[config.mk]
export PLATFORM = sky130hd
export DESIGN_NAME = spi_byte_master
export DESIGN_NICKNAME = d
export VERILOG_FILES = /design/src/rtl/spi_byte_master_pkg.sv /design/src/rtl/spi_clk_gen.sv /design/src/rtl/spi_byte_master.sv
export SDC_FILE = /design/constraint.sdc
export NUM_CORES = 1
export LEC_CHECK = 0
export CORE_ASPECT_RATIO = 1.5
export CORE_MARGIN = 2
export CORE_UTILIZATION = 30
export DETAILED_ROUTE_END_ITERATION = 8
export GPL_TIMING_DRIVEN = 0
export PLACE_DENSITY_LB_ADDON = 0.15
export SETUP_SLACK_MARGIN = 0.02
export SLEW_MARGIN = 20
export SYNTH_ARGS = -nofsm -noshare
export SYNTH_HDL_FRONTEND = slang
export SYNTH_HIERARCHICAL = 1
export SYNTH_SLANG_ARGS = --single-unit
[constraint.sdc]
create_clock -name i_Clk -period 2.1 [get_ports i_Clk]
set_input_delay 0.315 -clock i_Clk [delete_from_list [all_inputs] [get_ports i_Clk]]
set_output_delay 0.315 -clock i_Clk [all_outputs]
set_load 0.1 [all_outputs]
[src/rtl/spi_byte_master_pkg.sv]
// Shared definitions for the SPI byte master: FSM states, SPI mode and
// the default SCLK divider.
package spi_byte_master_pkg;

  typedef enum logic {
    ST_IDLE  = 1'b0,
    ST_SHIFT = 1'b1
  } state_t;

  // Mode 0: CPOL=0 (SCLK idles low), CPHA=0 (sample on rising edge)
  localparam int SPI_MODE              = 0;
  localparam int DEF_CLKS_PER_HALF_BIT = 2;

endpackage

[src/rtl/spi_clk_gen.sv]
// SCLK generator: half-bit counter plus bit (edge-pair) counter. Emits
// strobes in the cycle before each SCLK edge so the parent can act on the
// same clock edge that moves SCLK.
import spi_byte_master_pkg::*;

module spi_clk_gen #(
  parameter int CLKS_PER_HALF_BIT = DEF_CLKS_PER_HALF_BIT,
  parameter int BITS              = 8
) (
  input  logic i_Clk,
  input  logic i_Rst_n,
  input  logic i_En,
  input  logic i_Start,
  output logic o_Rise_Stb,
  output logic o_Fall_Stb,
  output logic o_Last_Stb,
  output logic o_Sclk
);

  localparam int HW = $clog2(CLKS_PER_HALF_BIT) + 1;
  localparam int BW = $clog2(BITS);

  logic [HW-1:0] r_half;
  logic [BW-1:0] r_bit;
  logic          r_sclk;
  logic          w_tc;

  assign w_tc       = i_En & (r_half == HW'(CLKS_PER_HALF_BIT - 1));
  assign o_Rise_Stb = w_tc & ~r_sclk;
  assign o_Fall_Stb = w_tc &  r_sclk;
  assign o_Last_Stb = o_Fall_Stb & (r_bit == BW'(BITS - 1));
  assign o_Sclk     = r_sclk;

  // Counters restart on every accept (incl. back-to-back) and rest at zero when idle
  always_ff @(posedge i_Clk or negedge i_Rst_n) begin
    if (!i_Rst_n) begin
      r_half <= '0;
      r_bit  <= '0;
      r_sclk <= 1'b0;
    end else if (i_Start || !i_En) begin
      r_half <= '0;
      r_bit  <= '0;
      r_sclk <= 1'b0;
    end else if (w_tc) begin
      r_half <= '0;
      r_sclk <= ~r_sclk;
      if (r_sclk) r_bit <= r_bit + 1'b1;
    end else begin
      r_half <= r_half + 1'b1;
    end
  end

endmodule

[src/rtl/spi_byte_master.sv]
// Single-byte SPI mode-0 master, MSB first, full duplex.
// Optional macro SPI_CSN_AUTO_EN adds an auto-managed active-low o_Spi_Csn.
// Completion (o_Rx_Dv, o_Tx_Ready) is flagged in the cycle of the final
// falling-edge strobe so a new byte can follow with no extra SCLK gap.
import spi_byte_master_pkg::*;

module spi_byte_master #(
  parameter int CLKS_PER_HALF_BIT = DEF_CLKS_PER_HALF_BIT,
  parameter int DATA_W            = 8
) (
  input  logic              i_Clk,
  input  logic              i_Rst_n,
  input  logic              i_Tx_Dv,
  input  logic [DATA_W-1:0] i_Tx_Byte,
  output logic              o_Tx_Ready,
  output logic              o_Rx_Dv,
  output logic [DATA_W-1:0] o_Rx_Byte,
  output logic              o_Spi_Sclk,
  output logic              o_Spi_Mosi,
  input  logic              i_Spi_Miso
`ifdef SPI_CSN_AUTO_EN
  ,
  output logic              o_Spi_Csn
`endif
);

  state_t            r_state, w_state_nxt;
  logic              w_en, w_ready, w_accept;
  logic              w_rise, w_fall, w_last;
  logic [DATA_W-1:0] r_tx, r_rx, r_rx_hold;

  spi_clk_gen #(
    .CLKS_PER_HALF_BIT(CLKS_PER_HALF_BIT),
    .BITS             (DATA_W)
  ) u_clk_gen (
    .i_Clk     (i_Clk),
    .i_Rst_n   (i_Rst_n),
    .i_En      (w_en),
    .i_Start   (w_accept),
    .o_Rise_Stb(w_rise),
    .o_Fall_Stb(w_fall),
    .o_Last_Stb(w_last),
    .o_Sclk    (o_Spi_Sclk)
  );

  // State register
  always_ff @(posedge i_Clk or negedge i_Rst_n) begin
    if (!i_Rst_n) r_state <= ST_IDLE;
    else          r_state <= w_state_nxt;
  end

  // Next state and handshake; ready also in the completion cycle
  always_comb begin
    w_state_nxt = r_state;
    w_en        = (r_state == ST_SHIFT);
    w_ready     = ~w_en | w_last;
    w_accept    = i_Tx_Dv & w_ready;
    case (r_state)
      ST_IDLE:  if (w_accept) w_state_nxt = ST_SHIFT;
      ST_SHIFT: if (w_last && !w_accept) w_state_nxt = ST_IDLE;
      default:  w_state_nxt = ST_IDLE;
    endcase
  end

  // TX shifter: load on accept, advance on every falling edge but the last
  always_ff @(posedge i_Clk or negedge i_Rst_n) begin
    if (!i_Rst_n)                r_tx <= '0;
    else if (w_accept)           r_tx <= i_Tx_Byte;
    else if (w_fall && !w_last)  r_tx <= {r_tx[DATA_W-2:0], 1'b0};
  end

  // RX shifter samples MISO on rising edges; holding copy taken at completion
  always_ff @(posedge i_Clk or negedge i_Rst_n) begin
    if (!i_Rst_n) begin
      r_rx      <= '0;
      r_rx_hold <= '0;
    end else begin
      if (w_rise) r_rx      <= {r_rx[DATA_W-2:0], i_Spi_Miso};
      if (w_last) r_rx_hold <= r_rx;
    end
  end

  assign o_Tx_Ready = w_ready;
  assign o_Rx_Dv    = w_last;
  assign o_Rx_Byte  = w_last ? r_rx : r_rx_hold;
  assign o_Spi_Mosi = r_tx[DATA_W-1];

`ifdef SPI_CSN_AUTO_EN
  logic r_csn;

  // Chip select: low from accept, released after a completion with no follow-on byte
  always_ff @(posedge i_Clk or negedge i_Rst_n) begin
    if (!i_Rst_n)      r_csn <= 1'b1;
    else if (w_accept) r_csn <= 1'b0;
    else if (w_last)   r_csn <= 1'b1;
  end

  assign o_Spi_Csn = r_csn;
`endif

endmodule

==> results of run 1 <==
-- synth_stat cells --
master    number
dfrtp_1       31
mux2_2        16
nand3_1       10
o21ai_2        8
mux2i_1        7
buf_2          3
nand2b_1       3
nor2_1         3
a21oi_1        2
and2_1         2
buf_6          2
ha_1           2
nand2_1        2
and2_4         1
and2b_1        1
and3b_1        1
buf_4          1
inv_2          1
nand2b_4       1
nand3b_1       1
nand4b_2       1
nor2b_2        1
xnor2_1        1
xor2_1         1
-- layer usage --
metal	GRT usage, %	share of wire (%)
met4	4.96	2.1
met5	0	0
met3	4.03	5.0
met1	11.5	41
met2	18.2	52
-- layout make-up --
cell class,instances,area [sq um]
clock buffers,8,100
fillers,409,2480
repair buffers,29,374
flip-flops and latches,31,781
inverters,1,3.75
multi-input cells,64,599
plain buffers,6,63.8
well taps,48,60.1
-- where the power goes --
part / total [mW] / switching [mW] / internal, mW
Sequential: 0.986 / 0.146 / 0.840
Clock: 0.510 / 0.211 / 0.299
Combinational: 1.72 / 0.974 / 0.747
Total: 3.22 / 1.33 / 1.89
-- timing repair --
action                                  CTS  global route
cloned                                    0             1
pin swaps                                 0             2
endpoints found under the setup margin   12            10
endpoints found under the hold margin     0             0
buffers inserted                          1             5
gates resized for setup                  90             1
-- stage by stage --
stage	area (sq um)	setup slack, ns	utilization, %	hold WS (ns)
floorplan	1430	-0.0914	-	0.0194
global placement	1710	-0.796	38.3	0.480
detailed placement	1710	-0.787	38.2	0.408
CTS	1920	-0.0299	42.9	0.107
global route	1980	-0.0580	44.4	0.133
finish	1980	-0.00242	44.4	0.0814
-- logic make-up after synthesis --
| family | count (synthesis) | synth area share (%) |
|---|---|---|
| AOI/OAI and AO/OA | 10 | 5.86 |
| xor gates and xnor gates | 2 | 1.28 |
| buffers and inverters | 7 | 3.57 |
| muxes | 23 | 18.3 |
| and+or+nand+nor | 27 | 12.4 |
| DFF | 31 | 56.7 |
| adders and majority gates | 2 | 1.83 |
-- worst paths after layout --
kind / slack, ns / depth (start not counted) / to
worst min-delay path: 0.08 / 1 / r_rx_hold[2]$_DFF_PN0_
min in group i_Clk: 0.37 / 2 / r_state$_DFF_PN0_
worst min register to register: 0.51 / 1 / r_rx[7]$_DFFE_PN0P_
worst max-delay path: -0.002 / 6 / o_Rx_Byte[6]
worst max register to register: 0.24 / 10 / u_clk_gen/r_half[1]$_DFF_PN0_
max in group asynchronous: 1.49 / 1 / u_clk_gen/o_Sclk$_DFFE_PN0P_
-- sequential cells by signal, summed over array words and instances, names as in the netlist --
register / cells
u_clk_gen/r_bit: 3
r_tx: 8
r_rx: 8
r_rx_hold: 8
r_state: 1
u_clk_gen/r_half: 2
u_clk_gen/o_Sclk: 1
==> metrics.txt, run 1 <==
status=finished with violations; failing checks=negative setup slack; # port buffers=22; startpoint types=flip-flop; Die Span Y=86.7 microns; Slew Viols, Final=0; Layout Cells excl Fill=187; final WL=2420 microns; crit-path leading delay family=flip-flops; CP dominant cell by count=ha_2; drt wl/cell=between 10 and 15 microns; ranking of synthesized cells by area=dfrtp_1 (57%), mux2_2 (13%), mux2i_1 (5.1%); DRC violations left=0; initial DRC count=13; starting density of the core=30.6%; final hold violation count=0; Placed Cells=172; commonest non-fill, non-tap cells in the layout=dfrtp_1 (29), buf_12 (10), nand3_1 (10); Critical Setup Path Class=reg -> out; gr usage total=10.7%; area leader, netlist=dfrtp_1; routed vias/inst=4.71; post-route ant nets=0; Critical Path, Cell by Cell=ha_2, ha_2, and2_4, clkbuf_16, mux2_4, buf_12; htree depth=2; vias in the first global route=895; Max FO, Critical Path=5; cells after synthesis=a little over 100; Clock Tree Buf Depth=2; width of the die=59.1 microns; Yosys reg bits=31; TritonCTS Buffers=5; Final nets=152; critical path required time=1.78 ns; share of layout cells above drive strength 1=48.2%; Final Skew=~0.0031 ns; sequential share of the synthesized area=56.7%; path type of the worst min-delay path=in -> async; ant diodes=0; I/O Pins=24; Max-Cap Viols=0; top cell type's share of synthesized area=56.7%; Area growth syn-to-layout=44.9%; Bufs and invs on worst path=2; First-pass DRT Iterations=3; Num Clock Sinks=31; Root Driver=clkbuf_8; final setup margin=-0.00242 ns; GP Congestion=0.721; Peak supply drop=0.475 mV; Max Fclk=approximately 480 MHz; row count=30; period utilization=100%; die area=5130 sq um; DP Wirelength=1610 microns; CP peak stage delay=0.38 ns; clock latency on the worst-skew pair=0.28 ns; Worst setup EP type=output pin; Avg Cell Area, Syn=13.4 sq um; PwrDens=1620 nW/um^2; largest net degree at the start of global routing=32; CTS tree=built; Mapped Nets=116; initial antenna violation count=0; Leak=about 0.9 nW; Mapped Area=1370 sq um; clk slew on worst S/H paths=around 0.060 ns; count of different cell masters after synthesis=24; Final Critical Period=2.10 ns; Vias=between 800 and 900; # setup viols final=3; r2r startpoint=u_clk_gen/r_bit[1]$_DFFE_PN0P_; critical path startpoint=u_clk_gen/r_bit[1]$_DFFE_PN0P_; RSZ-0062 raised after global routing=yes; YS warnings=6; most common cell after layout, fill and taps aside=dfrtp_1; Rel. slew slack=36.7%; Final TNS setup=-0.00565 ns; CP arrival=1.79 ns; first-pass GRT wire length=roughly 4000 microns; Core ar.=4470 sq um; Overflow after GRT=0; Post-CTS Hold Fix Bufs=0; Worst path slowest cell=dfrtp_1; actual transition at the worst max-transition pin=0.953 ns; total power=3.22 mW
Note: power is estimated with default switching activity, not from simulation.
==> run 2, diff against run 1 <==
--- a/config.mk
+++ b/config.mk
@@ -7,7 +7,7 @@
 export LEC_CHECK = 0
 export CORE_ASPECT_RATIO = 1.5
 export CORE_MARGIN = 2
-export CORE_UTILIZATION = 30
+export CORE_UTILIZATION = 51
 export DETAILED_ROUTE_END_ITERATION = 8
 export GPL_TIMING_DRIVEN = 0
 export PLACE_DENSITY_LB_ADDON = 0.15
==> run 2 against run 1 <==
Against the previous run: critical path depth stayed put; combinational power increased by 3%; sequential share of layout area down 0.12 points; largest power group unchanged; design area up 0.32%; final cell count fell by 4.3%; die area decreased by 39%; total power rose by 0.66%; wire length is 4.9% higher; via count rose by 2.2%; the run still ends with negative setup slack left; fmax down 0.22%; critical path type unchanged; utilization up 32 points; sequential power increased by 0.9%.
==> metrics.txt, run 2 (synthesis gave the netlist of run 1 again) <==
status=finished with violations; failing checks=negative setup slack; DRC violations left=0 (unchanged); dpl ws=-0.765 ns (+0.0218 ns); sequential power share=30.7% (about the same); largest net degree at the start of global routing=32 (unchanged); CP arrival=1.79 ns (about the same); PwrDens=1630 nW/um^2 (+0.35%); I/O Pins=24 (unchanged); post-route cell area=1990 sq um (+0.32%); first-pass GRT wire length=4220 microns (+4.4%); clock latency on the worst-skew pair=0.28 ns (about the same); die area=3120 sq um (-39%); Max-Cap Viols=0 (unchanged); drt wl/cell=14.2 microns (+9.6%); Hold WS=0.0764 ns (-0.00498 ns); Core ar.=2620 sq um (-41%); most common cell after layout, fill and taps aside=dfrtp_1; final hold violation count=0 (unchanged); routed vias/inst=5.02 (+6.7%); # port buffers=22 (unchanged); Final Critical Period=2.11 ns (+0.00459 ns); critical path required time=1.78 ns (about the same); placed inst area=1690 sq um (-0.81%); TritonCTS Buffers=5 (unchanged); # setup viols final=2 (-1); final WL=2540 microns (+4.9%); path type of the worst min-delay path=in -> async; width of the die=46.3 microns (-22%); ant diodes=0 (unchanged); Critical Setup Path Class=reg -> out; Die Span Y=67.4 microns (-22%); DP Wirelength=1620 microns (+0.85%); final setup margin=-0.00701 ns (-0.00459 ns); Final nets=156 (+2.6%); Placed Cells=161 (-6.4%); Area growth syn-to-layout=45.4%; Worst setup EP type=output pin; combinational share of power=54.9% (+1.4 points); GP Congestion=0.645 (-10%); Vias=899 (+2.2%); Psw=1.37 mW (+2.7%); clk slew on worst S/H paths=0.06 ns (about the same); Num Clock Sinks=31 (unchanged); Rel. slew slack=35.8% (-0.86 points); initial DRC count=11 (-2); htree depth=2 (unchanged); Clock Tree Buf Depth=2 (unchanged); vias in the first global route=929 (+3.8%); Final Skew=0.00896 ns (+0.00583 ns); top flop regs=r_rx: 8 flops, r_rx_hold: 8 flops, r_tx: 8 flops; Slew Viols, Final=0 (unchanged); startpoint types=flip-flop; flop2flop setup slack=0.24 ns (about the same); share of layout cells above drive strength 1=50.0% (+1.8 points); First-pass DRT Iterations=3 (unchanged); Clock Power Share=14.3% (-1.5 points); Root Driver=clkbuf_8; row count=23 (-23%); Max Fclk=475 MHz (-0.22%); Layout Cells excl Fill=179 (-4.3%); gr usage total=19.5% (+8.8 points); initial antenna violation count=0 (unchanged); period utilization=100% (+0.22 points); switching power share of the total=42.2% (+0.83 points); actual transition at the worst max-transition pin=0.966 ns (+0.0129 ns); post-route ant nets=0 (unchanged); starting density of the core=52.2% (+22 points); Overflow after GRT=0 (unchanged); Max FO, Critical Path=5 (unchanged); CTS tree=built; P_int=1.87 mW (-0.75%); RSZ-0062 raised after global routing=yes; Peak supply drop=0.916 mV (+93%); Leak=0.908 nW (+1.9%); commonest non-fill, non-tap cells in the layout=dfrtp_1 (29), buf_4 (11), buf_12 (10), nand3_1 (10), clkdlybuf4s50_1 (9)
[run 2: cell count changes in the layout (fill, tap and decap cells not counted), sizes merged]
cell,change
buf,+5
clkbuf,-3
clkinv,+1
[run 2: path summary, 6_finish.rpt]
path | cells past startpoint | end | start
max in group asynchronous | 1 | u_clk_gen/o_Sclk$_DFFE_PN0P_ | i_Rst_n
worst max-delay path | 6 | o_Rx_Byte[1] | u_clk_gen/r_bit[0]$_DFFE_PN0P_
worst max register to register | 10 | u_clk_gen/r_half[1]$_DFF_PN0_ | u_clk_gen/r_bit[0]$_DFFE_PN0P_
min in group i_Clk | 3 | r_tx[4]$_DFFE_PN0P_ | i_Tx_Dv
worst min-delay path | 1 | r_rx_hold[2]$_DFF_PN0_ | i_Rst_n
worst min register to register | 1 | r_rx[7]$_DFFE_PN0P_ | r_rx[7]$_DFFE_PN0P_
[run 2: power groups by stage]
stage                     Combinational (mW)  Clock [mW]  Sequential [mW]
after floorplan                         1.12           0             1.08
after global placement                  1.47           0            0.990
after detailed placement                1.49           0             1.00
after CTS                               1.71       0.480            0.985
after global routing                    1.87       0.506             1.02
final                                   1.78       0.464            0.995
[run 2: what timing repair did]
item,in CTS,in global routing
setup endpoints to repair,12,10
resized for setup,91,1
hold buffers,0,0
cloned,1,0
pin swaps,0,1
buffers inserted,4,6
[run 2: worst max-delay path: stages (launching register included)]
cell	delay (ns)
dfrtp_1	0.39
ha_2	0.18
ha_2	0.15
and2_4	0.16
buf_16	0.14
mux2_4	0.32
buf_12	0.17
[run 2: metal layers]
metal	vias to the layer above	global-route usage (%)	share of wire [%]
li1	435	-	-
met1	439	21.8	38
met2	25	32.6	57
met3	0	6.42	4.5
met4	0	8.57	0
met5	-	0	0
[run 2: through the flow]
| step | setup TNS (ns) | power [mW] | util, % |
|---|---|---|---|
| 6_report | -0.0112 | 3.24 | 75.9 |
| 5_1_grt | -0.437 | 3.40 | 75.9 |
| 4_1_cts | -0.202 | 3.18 | 74.1 |
| 3_5_place_dp | -5.87 | 2.50 | 64.7 |
| 3_3_place_gp | -5.87 | 2.46 | 64.9 |
| 2_1_floorplan | -0.455 | 2.20 | - |
[run 2: final cells by class]
class,instances,area (sq um)
Sequential cell,31,781
Fill cell,162,631
Multi-Input combinational cell,64,599
Timing Repair Buffer,33,407
Clock buffer,6,82.6
Buffer,6,63.8
Tap cell,37,46.3
Clock inverter,1,5.00
Inverter,1,3.75
==> run 3, diff against run 2 <==
--- a/config.mk
+++ b/config.mk
@@ -10,7 +10,7 @@
 export CORE_UTILIZATION = 51
 export DETAILED_ROUTE_END_ITERATION = 8
 export GPL_TIMING_DRIVEN = 0
-export PLACE_DENSITY_LB_ADDON = 0.15
+export PLACE_DENSITY = 0.8
 export SETUP_SLACK_MARGIN = 0.02
 export SLEW_MARGIN = 20
 export SYNTH_ARGS = -nofsm -noshare
==> run 3 against run 2 <==
Against the previous run: the run still ends with negative setup slack left; non-clock buffer count fell by 4; critical path depth did not move; flip-flop and latch count did not move; combinational power barely moved; fmax fell by 4.6%; design area barely moved; register-to-register slack got worse by 0.11 ns; final cell count fell by 1.7%; total power rose by 2.4%; critical path type unchanged; via count rose by 1.3%; largest power group unchanged; clock-buffer cell count rose by 2; sequential share of layout area barely moved.
==> metrics.txt, run 3 (synthesis gave the netlist of run 1 again) <==
status=finished with violations; failing checks=negative setup slack; Max-Cap Viols=0 (unchanged); I/O Pins=24 (unchanged); drt wl/cell=16.5 microns (+16%); Clock Tree Buf Depth=2 (unchanged); Max FO, Critical Path=5 (unchanged); starting density of the core=52.2% (unchanged); CP Depth=6 (unchanged); CP arrival=1.89 ns (+0.10 ns); vias in the first global route=928 (-0.11%); Worst setup EP type=output pin; htree depth=2 (unchanged); Rel. slew slack=36.6% (+0.78 points); ant diodes=0 (unchanged); row count=23 (unchanged); Vias=911 (+1.3%); Post-CTS Hold Fix Bufs=0 (unchanged); r2r startpoint=u_clk_gen/r_bit[0]$_DFFE_PN0P_; initial DRC count=25 (+14); GP Congestion=0.684 (+6.0%); largest net degree at the start of global routing=32 (unchanged); metal1 wirelength=1120 microns (+15%); most common cell after layout, fill and taps aside=dfrtp_1; Worst path slowest cell=dfrtp_2; final WL=2900 microns (+14%); Leak=0.900 nW (-0.94%); crit-path leading delay family=flip-flops; Critical Setup Path Class=reg -> out; # setup viols final=9 (+7); commonest non-fill, non-tap cells in the layout=dfrtp_1 (28), buf_12 (10), nand3_1 (10); DP Wirelength=1740 microns (+7.4%); final hold violation count=0 (unchanged); post-route ant nets=0 (unchanged); flop2flop setup slack=0.13 ns (-0.11 ns); Slew Viols, Final=0 (unchanged); Core ar.=2620 sq um (unchanged); r2r endpoint=u_clk_gen/r_half[1]$_DFF_PN0_; Final nets=152 (-2.6%); DRC violations left=0 (unchanged); Bufs and invs on worst path=2 (unchanged); Peak supply drop=1.01 mV (+11%); register area=782 sq um (+0.16%); Die Span Y=67.4 microns (unchanged); top flop regs=r_rx: 8 flops, r_rx_hold: 8 flops, r_tx: 8 flops; initial antenna violation count=0 (unchanged); First-pass DRT Iterations=4 (+1); Fill cells=152 (-6.2%); clk slew on worst S/H paths=0.06 ns (about the same); Num Clock Sinks=31 (unchanged); CP peak stage delay=0.45 ns (+0.06 ns); actual transition at the worst max-transition pin=0.955 ns (-0.0118 ns); Max Fclk=453 MHz (-4.6%); met2 WL=1580 microns (+8.9%); clock latency on the worst-skew pair=0.28 ns (about the same); Final Critical Period=2.21 ns (+0.101 ns); CP dominant cell by count=ha_4; gr usage total=20.7% (+1.2 points); first-pass GRT wire length=4350 microns (+3.0%); Area growth syn-to-layout=45.5% (about the same); dpl ws=-0.776 ns (-0.0111 ns); wire length on met3=126 microns (+11%); Overflow after GRT=0 (unchanged); CTS tree=built; Hold WS=0.0700 ns (-0.00634 ns); critical path required time=1.78 ns (about the same); final setup margin=-0.108 ns (-0.101 ns); multi-input combinational cell area=619 sq um (+3.3%); Final Skew=0.00143 ns (-0.00753 ns); share of layout cells above drive strength 1=48.9% (-1.1 points); TritonCTS Buffers=5 (unchanged); # port buffers=22 (unchanged); period utilization=105% (+4.8 points); Critical Path, Cell by Cell=ha_4, ha_4, and2_4, buf_16, mux2_4, buf_12; routed vias/inst=5.18 (+3.1%); PwrDens=1670 nW/um^2 (+2.4%); RSZ-0062 raised after global routing=yes; top layer in use=met4; path type of the worst min-delay path=in -> async; total power=3.32 mW (+2.4%); worst r2r path cells=10 (unchanged); Root Driver=clkbuf_8; startpoint types=flip-flop; die area=3120 sq um (unchanged); width of the die=46.3 microns (unchanged)
==> run 3: cell types whose count changed in the layout (fill, tap and decap cells not counted), sizes merged <==
cell           delta
clkinv            -1
clkbuf            +2
buf               -3
clkdlybuf4s15     -1
==> run 3: report_power, final <==
group / switching, mW / internal (mW) / total (mW)
Clock: 0.218 / 0.299 / 0.517
Combinational: 1.01 / 0.764 / 1.77
Sequential: 0.184 / 0.843 / 1.03
==> run 3: final cells by class <==
cell class                      instances  share of cell area (%)
Multi-Input combinational cell         64                    31.1
Inverter                                1                   0.189
Clock buffer                            8                    5.03
Timing Repair Buffer                   29                    18.6
Sequential cell                        31                    39.3
Buffer                                  6                    3.40
Tap cell                               37                    2.33
==> run 3: worst max path at each step <==
stage | from | endpoint | slack [ns]
global route | u_clk_gen/r_bit[0]$_DFFE_PN0P_ | o_Rx_Byte[2] | -0.14
finish | u_clk_gen/r_bit[0]$_DFFE_PN0P_ | o_Rx_Byte[2] | -0.11
detailed placement | r_state$_DFF_PN0_ | o_Tx_Ready | -0.78
floorplan | u_clk_gen/o_Sclk$_DFFE_PN0P_ | u_clk_gen/r_half[1]$_DFF_PN0_ | -0.09
global placement | r_state$_DFF_PN0_ | o_Tx_Ready | -0.75
CTS | u_clk_gen/r_bit[1]$_DFFE_PN0P_ | o_Rx_Byte[1] | -0.08
==> run 3: metrics by stage <==
step	TNS, ns	utilization [%]	cells	instance area (sq um)
floorplan	-0.455	-	102	1430
global placement	-5.79	64.9	161	1700
detailed placement	-6.08	64.7	161	1690
CTS	-0.626	74.8	174	1960
global route	-1.08	76.0	176	1990
finish	-0.730	76.0	176	1990
==> run 3: metal layers <==
metal	GRT usage [%]	vias to the layer above
met5	0	-
met1	21.3	451
met2	33.3	30
met3	8.56	7
met4	13.6	0
li1	-	423
==> run 3: what timing repair did <==
action | 4_1_cts | 5_1_grt
setup endpoints to repair | 12 | 10
gates resized for setup | 95 | 3
pin swaps | 1 | 1
gates cloned | 1 | 0
setup buffers | 4 | 2
